===== config.mk =====
export PLATFORM = sky130hd
export DESIGN_NAME = multicycle_control_unit
export DESIGN_NICKNAME = d
export VERILOG_FILES = /design/src/rtl/multicycle_control_unit.sv
export SDC_FILE = /design/constraint.sdc
export NUM_CORES = 1
export LEC_CHECK = 0
export ABC_CLOCK_PERIOD_IN_PS = 3300
export CAP_MARGIN = 0
export CELL_PAD_IN_SITES_DETAIL_PLACEMENT = 0
export CELL_PAD_IN_SITES_GLOBAL_PLACEMENT = 1
export CORE_MARGIN = 10
export CORE_UTILIZATION = 40
export CTS_BUF_LIST = sky130_fd_sc_hd__clkbuf_8
export DETAILED_ROUTE_END_ITERATION = 12
export GPL_ROUTABILITY_DRIVEN = 1
export GPL_TIMING_DRIVEN = 1
export PLACE_DENSITY = 0.93
export SYNTH_ARGS = -nofsm -noshare
export SYNTH_HDL_FRONTEND = slang
export SYNTH_SLANG_ARGS = --single-unit

===== constraint.sdc =====
create_clock -name CLK -period 3.3 [get_ports CLK]
set_input_delay 0.495 -clock CLK [delete_from_list [all_inputs] [get_ports CLK]]
set_output_delay 0.495 -clock CLK [all_outputs]
set_load 0.02 [all_outputs]

===== src/rtl/multicycle_control_unit.sv =====
// multicycle_control_unit: FETCH/DECODE/EXEC/MEM FSM sequencing the RV64I datapath, with instret and timeout halt
module multicycle_control_unit #(
    parameter int MEM_TIMEOUT = 16,
    parameter int CNT_WIDTH   = 64
) (
    input  logic                 CLK,
    input  logic                 reset,
    input  logic [6:0]           opcode,
    input  logic                 mem_ready,
    output logic                 mem_req,
    output logic                 WE_RF,
    output logic                 WE_MEM,
    output logic [1:0]           RF_din_sel,
    output logic                 ULA_din2_sel,
    output logic                 addr_sel,
    output logic                 load_pc,
    output logic                 load_ir,
    output logic                 pc_next_sel,
    output logic                 pc_adder_sel,
    output logic                 halted,
    output logic [1:0]           halt_cause,
    output logic [CNT_WIDTH-1:0] instret
);
    typedef enum logic [2:0] {S_FETCH, S_DECODE, S_EXEC, S_MEM_RD, S_MEM_WR, S_HALT} state_t;
    typedef enum logic [2:0] {C_R, C_I, C_AUIPC, C_JAL, C_JALR, C_BR} cls_t;

    state_t               state_q, state_d;
    cls_t                 cls_q, cls_d;
    logic [1:0]           cause_q, cause_d;
    logic [7:0]           wait_q, wait_d;
    logic [CNT_WIDTH-1:0] instret_q, instret_d;
    logic                 tmo, retire;

    always_ff @(posedge CLK) begin
        if (reset) begin
            state_q   <= S_FETCH;
            cls_q     <= C_R;
            cause_q   <= 2'b00;
            wait_q    <= 8'd0;
            instret_q <= '0;
        end else begin
            state_q   <= state_d;
            cls_q     <= cls_d;
            cause_q   <= cause_d;
            wait_q    <= wait_d;
            instret_q <= instret_d;
        end
    end

    always_comb begin
        state_d = state_q;
        cls_d   = cls_q;
        cause_d = cause_q;
        wait_d  = 8'd0;
        tmo     = !mem_ready && wait_q == 8'(MEM_TIMEOUT);
        retire  = state_q == S_EXEC || ((state_q == S_MEM_RD || state_q == S_MEM_WR) && mem_ready);
        case (state_q)
            S_FETCH, S_MEM_RD, S_MEM_WR: begin
                state_d = mem_ready ? (state_q == S_FETCH ? S_DECODE : S_FETCH) : tmo ? S_HALT : state_q;
                cause_d = tmo ? 2'b10 : cause_q;
                wait_d  = (!mem_ready && !tmo) ? wait_q + 8'd1 : 8'd0;
            end
            S_DECODE: begin
                state_d = S_EXEC;
                case (opcode)
                    7'b0110011, 7'b0111011:             cls_d = C_R;
                    7'b0010011, 7'b0011011, 7'b0110111: cls_d = C_I;
                    7'b0010111:                         cls_d = C_AUIPC;
                    7'b1101111:                         cls_d = C_JAL;
                    7'b1100111:                         cls_d = C_JALR;
                    7'b1100011:                         cls_d = C_BR;
                    7'b0000011:                         state_d = S_MEM_RD;
                    7'b0100011:                         state_d = S_MEM_WR;
                    default: begin
                        state_d = S_HALT;
                        cause_d = 2'b01;
                    end
                endcase
            end
            S_EXEC:  state_d = S_FETCH;
            default: state_d = S_HALT;
        endcase
        instret_d = instret_q + {{(CNT_WIDTH-1){1'b0}}, retire};
    end

    // Every output is forced low while reset is held, aborting any in-flight write.
    logic st_fetch, st_exec, st_rd, st_wr;
    always_comb begin
        st_fetch     = !reset && state_q == S_FETCH;
        st_exec      = !reset && state_q == S_EXEC;
        st_rd        = !reset && state_q == S_MEM_RD;
        st_wr        = !reset && state_q == S_MEM_WR;
        mem_req      = st_fetch || st_rd || st_wr;
        addr_sel     = st_fetch;
        load_ir      = st_fetch && mem_ready;
        WE_RF        = (st_exec && cls_q != C_BR) || (st_rd && mem_ready);
        WE_MEM       = st_wr && mem_ready;
        load_pc      = st_exec || ((st_rd || st_wr) && mem_ready);
        RF_din_sel   = !st_exec ? 2'b00 :
                       (cls_q == C_R || cls_q == C_I) ? 2'b01 :
                       cls_q == C_AUIPC ? 2'b11 :
                       (cls_q == C_JAL || cls_q == C_JALR) ? 2'b10 : 2'b00;
        ULA_din2_sel = (st_exec && (cls_q == C_I || cls_q == C_JALR)) || st_rd || st_wr;
        pc_next_sel  = st_exec && (cls_q == C_JAL || cls_q == C_JALR || cls_q == C_BR);
        pc_adder_sel = st_exec && cls_q == C_JALR;
        halted       = !reset && state_q == S_HALT;
        halt_cause   = reset ? 2'b00 : cause_q;
        instret      = reset ? '0 : instret_q;
    end
endmodule


---- Word level (Yosys, flattened, before mapping) ----
Cells that the tools add are included.
word-level totals
  output and inout port bits .............. 78
  input port bits ......................... 10
  RAM bits ................................ 0
  register bits ........................... 80
  bits in latches ......................... 0
  memories kept ........................... 0
  bits in read-only memories .............. 0
cells by class
  multiply operators ...................... 0
  shift operators ......................... 0
  bitwise logic cells ..................... 2
  divide/modulo/power cells ............... 0
  add/sub/neg operators ................... 2
  muxes and demuxes ....................... 15
  equal/unequal tests ..................... 26
  reduce and logical (&&, ||, !) cells .... 44
  magnitude comparators ................... 0
operator list
  operator             count
  $add 64x1->64        1
  $mux 64              1
  $eq 7x6->1 const B   4
  $eq 7x5->1 const B   3
  $eq 7x7->1 const B   3
  $pmux 3 s3           2
  $pmux 3 s6           1
  $logic_and 1x1->1    16
  $mux 2               7
  $logic_or 1x1->1     13
  $eq 3x2->1 const B   4
  $eq 3x3->1 const B   4
  $reduce_or 11->1     1
  $reduce_or 3->1      3
  $reduce_or 9->1      1
  $add 8x1->8 const B  1
  $eq 8x5->1 const B   1
  $eq 7x2->1 const B   1
  $eq 3x1->1 const B   2
  $logic_not 3->1      2
  $mux 3               2
  $ne 3x3->1 const B   2
  $reduce_bool 6->1    1
  $ne 2x2->1 const B   2
  other kinds (8)      11

---- Longest topological paths before layout ----
  depth after elaboration ................. 6
  mapped depth ............................ 12

---- Least setup slack after synthesis ----
Ideal clock, no wire load.
  kind .................................... register to register
  from .................................... register state_q[1]
  to ...................................... register instret_q[54]
  library setup time ...................... 0.123 ns
  arrival ................................. 2.546 ns
  period minus slack after synthesis ...... 2.670 ns
  path slack .............................. 0.630 ns
  cell stages (with the launch flop) ...... 13
  cells stage by stage .................... dfxtp_1 clkbuf_1 nor2b_1 a32oi_1 inv_1 ha_1 ha_1 nand4_1 nor4_2 nand4_2 buf_6 nor3_1 mux2_1
on the way
  longest elaborated chain between the ends .. 5
  elaborated cells on any way between the ends .. 7
RTL lines
  item                                             line  source
  start: declaration                               27    state_t state_q, state_d;
  start signal: assignment                         42    state_q <= state_d;
  $eq 3x2->1 / $eq 3x3->1 (equally long branches)  56    retire = state_q == S_EXEC || ((state_q == S_MEM_RD || state_q == S_MEM_WR) && mem_ready);
  $logic_or 1x1->1                                 56
  $logic_and 1x1->1                                56
  $logic_or 1x1->1 (*)                             56
  $add 64x1->64 (*)                                83    instret_d = instret_q + {{(CNT_WIDTH-1){1'b0}}, retire};
  end signal: assignment                           46    instret_q <= instret_d;
  end: declaration                                 31    logic [CNT_WIDTH-1:0] instret_q, instret_d;
Every way passes the cells marked *; elsewhere a longest branch is shown, timed or not.
A chain may end at the register's enable or synchronous reset.

---- Worst setup path after layout ----
  from .................................... input mem_ready
  to ...................................... register instret_q[60]
on the way
  longest elaborated chain between the ends .. 3
RTL lines
  item                line  source
  start: declaration  9     input logic mem_ready,
  $logic_and 1x1->1   56
  $logic_or 1x1->1    56
  $add 64x1->64       83
No other way between the ends.

==> out/results.ini <==
[clock_tree]
insertion_delay_ps = 360
cts.path.max_buffers = 2
cts_tree = yes
htree_levels = 3
hold_buffers = 0
post-cts-setup-buffers = 0
cts.sinks = 80
numCtsBuffers = 9
path_clk_slew_ps = 80
cts_resized = 0
cts_root_buffer = clkbuf_8

[final_layout]
drive_above_1_share_pct = 7.38
fill_cells = 1093
layout.nets = 660
final_cells = 793
syn_to_final_growth_pct = 26.6
n_antenna_cell = 0

[floorplan]
initial_core_util_pct = 40.5
core_um2 = 11300
die_w_um = 127
ios = 88
dieArea_um2 = 16100
num_rows = 39
dieHeight_um = 127

[critical_path]
crit_fanout = 7
crit_path_start_kind = input port
slowest_stage = clkdlybuf4s50_1
cp.required_ps = 3590
cpPeakStageDelay_ps = 550
cp_cell_sequence = clkdlybuf4s50_1 -> inv_1 -> nand2_1 -> a32oi_1 -> inv_1 -> ha_1 -> ha_1 -> nand4_1 -> nor4_2 -> nand4_2 -> buf_4 -> or3_1 -> a21oi_1
arrival_ps = 3170
cp_num_buf_inv = 4
critical_path.top_delay_family = simple AND/OR/NAND/NOR gates
endpoint_kind = flip-flop
path_class = input port to flip-flop

[synthesis]
yosys_warnings = 0
synth_nets = 580
synth_most_common_cell = dfxtp_1
synth_area_um2 = 4580
yosysUniqueCellTypes = 55
ys_top_cells_by_count = dfxtp_1, nor2_1, nor2b_1
synth_ff_type = dfxtp_1
synth_top_area_cell = dfxtp_1
async_flop_share_pct = 0
yosysSeqAreaShare_pct = 35.0
synth_edf_count = 0
synth_area_per_cell_um2 = 8.10
synth.top_cell.area_share_pct = 35.0
yosys_register_bits = 80
synth.area.top_cells = dfxtp_1, nor2b_1, nor2_1
synth_cells = 566

[sta]
fin_crit_sh_pct = 87.1
worst_clock_skew_ps = 11.4
maxSlewViolCount = 0
relSlewSlack_pct = 60.6
worst_pin_slew_ps = 587
rsz0062_at_grt = no
finalSetupViolCount = 0
hold_viol_final = 0
fin_crit_ps = 2870
max_freq_ghz = 0.348
tns_ps = 0

[placement]
dpl.cell_count = 778
port_buffers = 87
globalplace.congestion = 0.843
dpl.hpwl_um = 8710

[detailed_routing]
drc = 0
wl_per_cell_um = 14.7
first_iter_violations = 321
first_pass_iters = 4
num_vias = 4272
via_per_inst = 5.39
ant_nets = 0
routed_wl_um = 11700

[global_routing]
grt_pass1_vias = 4000
grt_remaining_overflow = 0
antenna_found_initial = 0
grt_util_all_layers_pct = 14.0
grt_max_degree = 80
grt_pass1_wl_um = 19300

[power_and_ir_drop]
ir_drop_mv = 0.217
powerDensity_nw_per_um2 = 331
leakagePower_uw = 0.00192

[run_status]
status = finished, final reports clean

[hold_path]
hold_path_class = flip-flop to flip-flop

[flow_run]
cap_violations = 0

==> registers in the layout, indices dropped and copies added (netlist names) <==
name / cells
instret_q: 64
cause_q: 2
state_q: 3
wait_q: 8
cls_q: 3
==> kinds of logic (layout without fill, tap and decap cells) <==
logic type      Yosys count  count (layout)  synth area share (%)
compound gates           69              69                  8.66
simple gates            323             323                  42.1
fa+ha+maj                 4               4                  1.09
xor+xnor                 43              43                  8.22
buf+inv                  43             127                  4.04
mux                       4               4                 0.956
flops                    80              80                  35.0
==> per-stage QoR <==
step                instance area (um2)  worst slack [ps]  total power [uW]  utilization [%]  hold WS (ps)
floorplan                          4580               630              1080                -           430
global placement                   5580               103              1130             49.3           451
detailed placement                 5580              42.4              1130             49.3           457
CTS                                5800               399              1930             51.2           477
global route                       5800               158              1990             51.2           522
finish                             5800               427              1920             51.2           472
==> per-layer routing <==
layer  vias up  part of all wire, %  routed length [um]  GRT usage (%)
li1       2146                    -                   -              -
met3        11                  5.9                 695           3.23
met5         -                    0                   0              0
met1      2022                   45                5290           16.8
met4         0                  1.3                 149           6.70
met2        93                   48                5560           23.1
==> power by group <==
group          total (uW)  switching [uW]  internal, uW
Combinational         125            74.1          50.9
Sequential            983            11.5           972
Clock                 811             351           460
==> worst paths after layout <==
path	slack [ps]	cells after the start	start	end
max	430	13	mem_ready	instret_q[60]
min	470	1	wait_q[0]	wait_q[0]
max reg2reg	440	11	state_q[1]	instret_q[60]
min reg2reg	470	1	wait_q[0]	wait_q[0]
==> layout make-up <==
class	instances	area (um2)	share of cell area (%)
repair buffers	95	941	16.2
multi-input cells	443	2800	48.2
clock buffers	11	151	2.61
well taps	143	179	3.08
flip-flops and latches	80	1600	27.6
inverters	17	63.8	1.10
clock inverters	4	68.8	1.19
==> placed cells by master (no fill, tap or decap), types with 2 or more instances in the layout <==
master           count
mux2_2               2
dfxtp_1             80
xor2_1              20
ha_1                 4
and4_1               6
nor4_4               3
nand3_1             30
nor3b_1              3
nor4_2               8
clkbuf_8            11
nand4b_1             2
inv_1               18
nand2b_1             9
xnor2_1             23
a221oi_1             2
nor4_1               7
and3_1               8
nand4_2              3
or3_1               18
and2_1               4
bufinv_16            2
clkdlybuf4s50_1     86
nor2_1              73
a32oi_1              2
or4_1                9
o21ai_0             22
nor3_1              13
nand4_1             26
or2_2                2
buf_4                8
nand2_1             27
o31ai_1              6
nor2b_1             61
a21oi_1             30
==> worst register-to-register path, delay by kind of cell (launching register included) <==
| kind | cells | cell delay (ps) |
|---|---|---|
| compound gates | 2 | 320 |
| fa+ha+maj | 2 | 370 |
| buf+inv | 2 | 320 |
| flops | 1 | 420 |
| simple gates | 5 | 1380 |
Note: power is estimated with default switching activity, not from simulation.
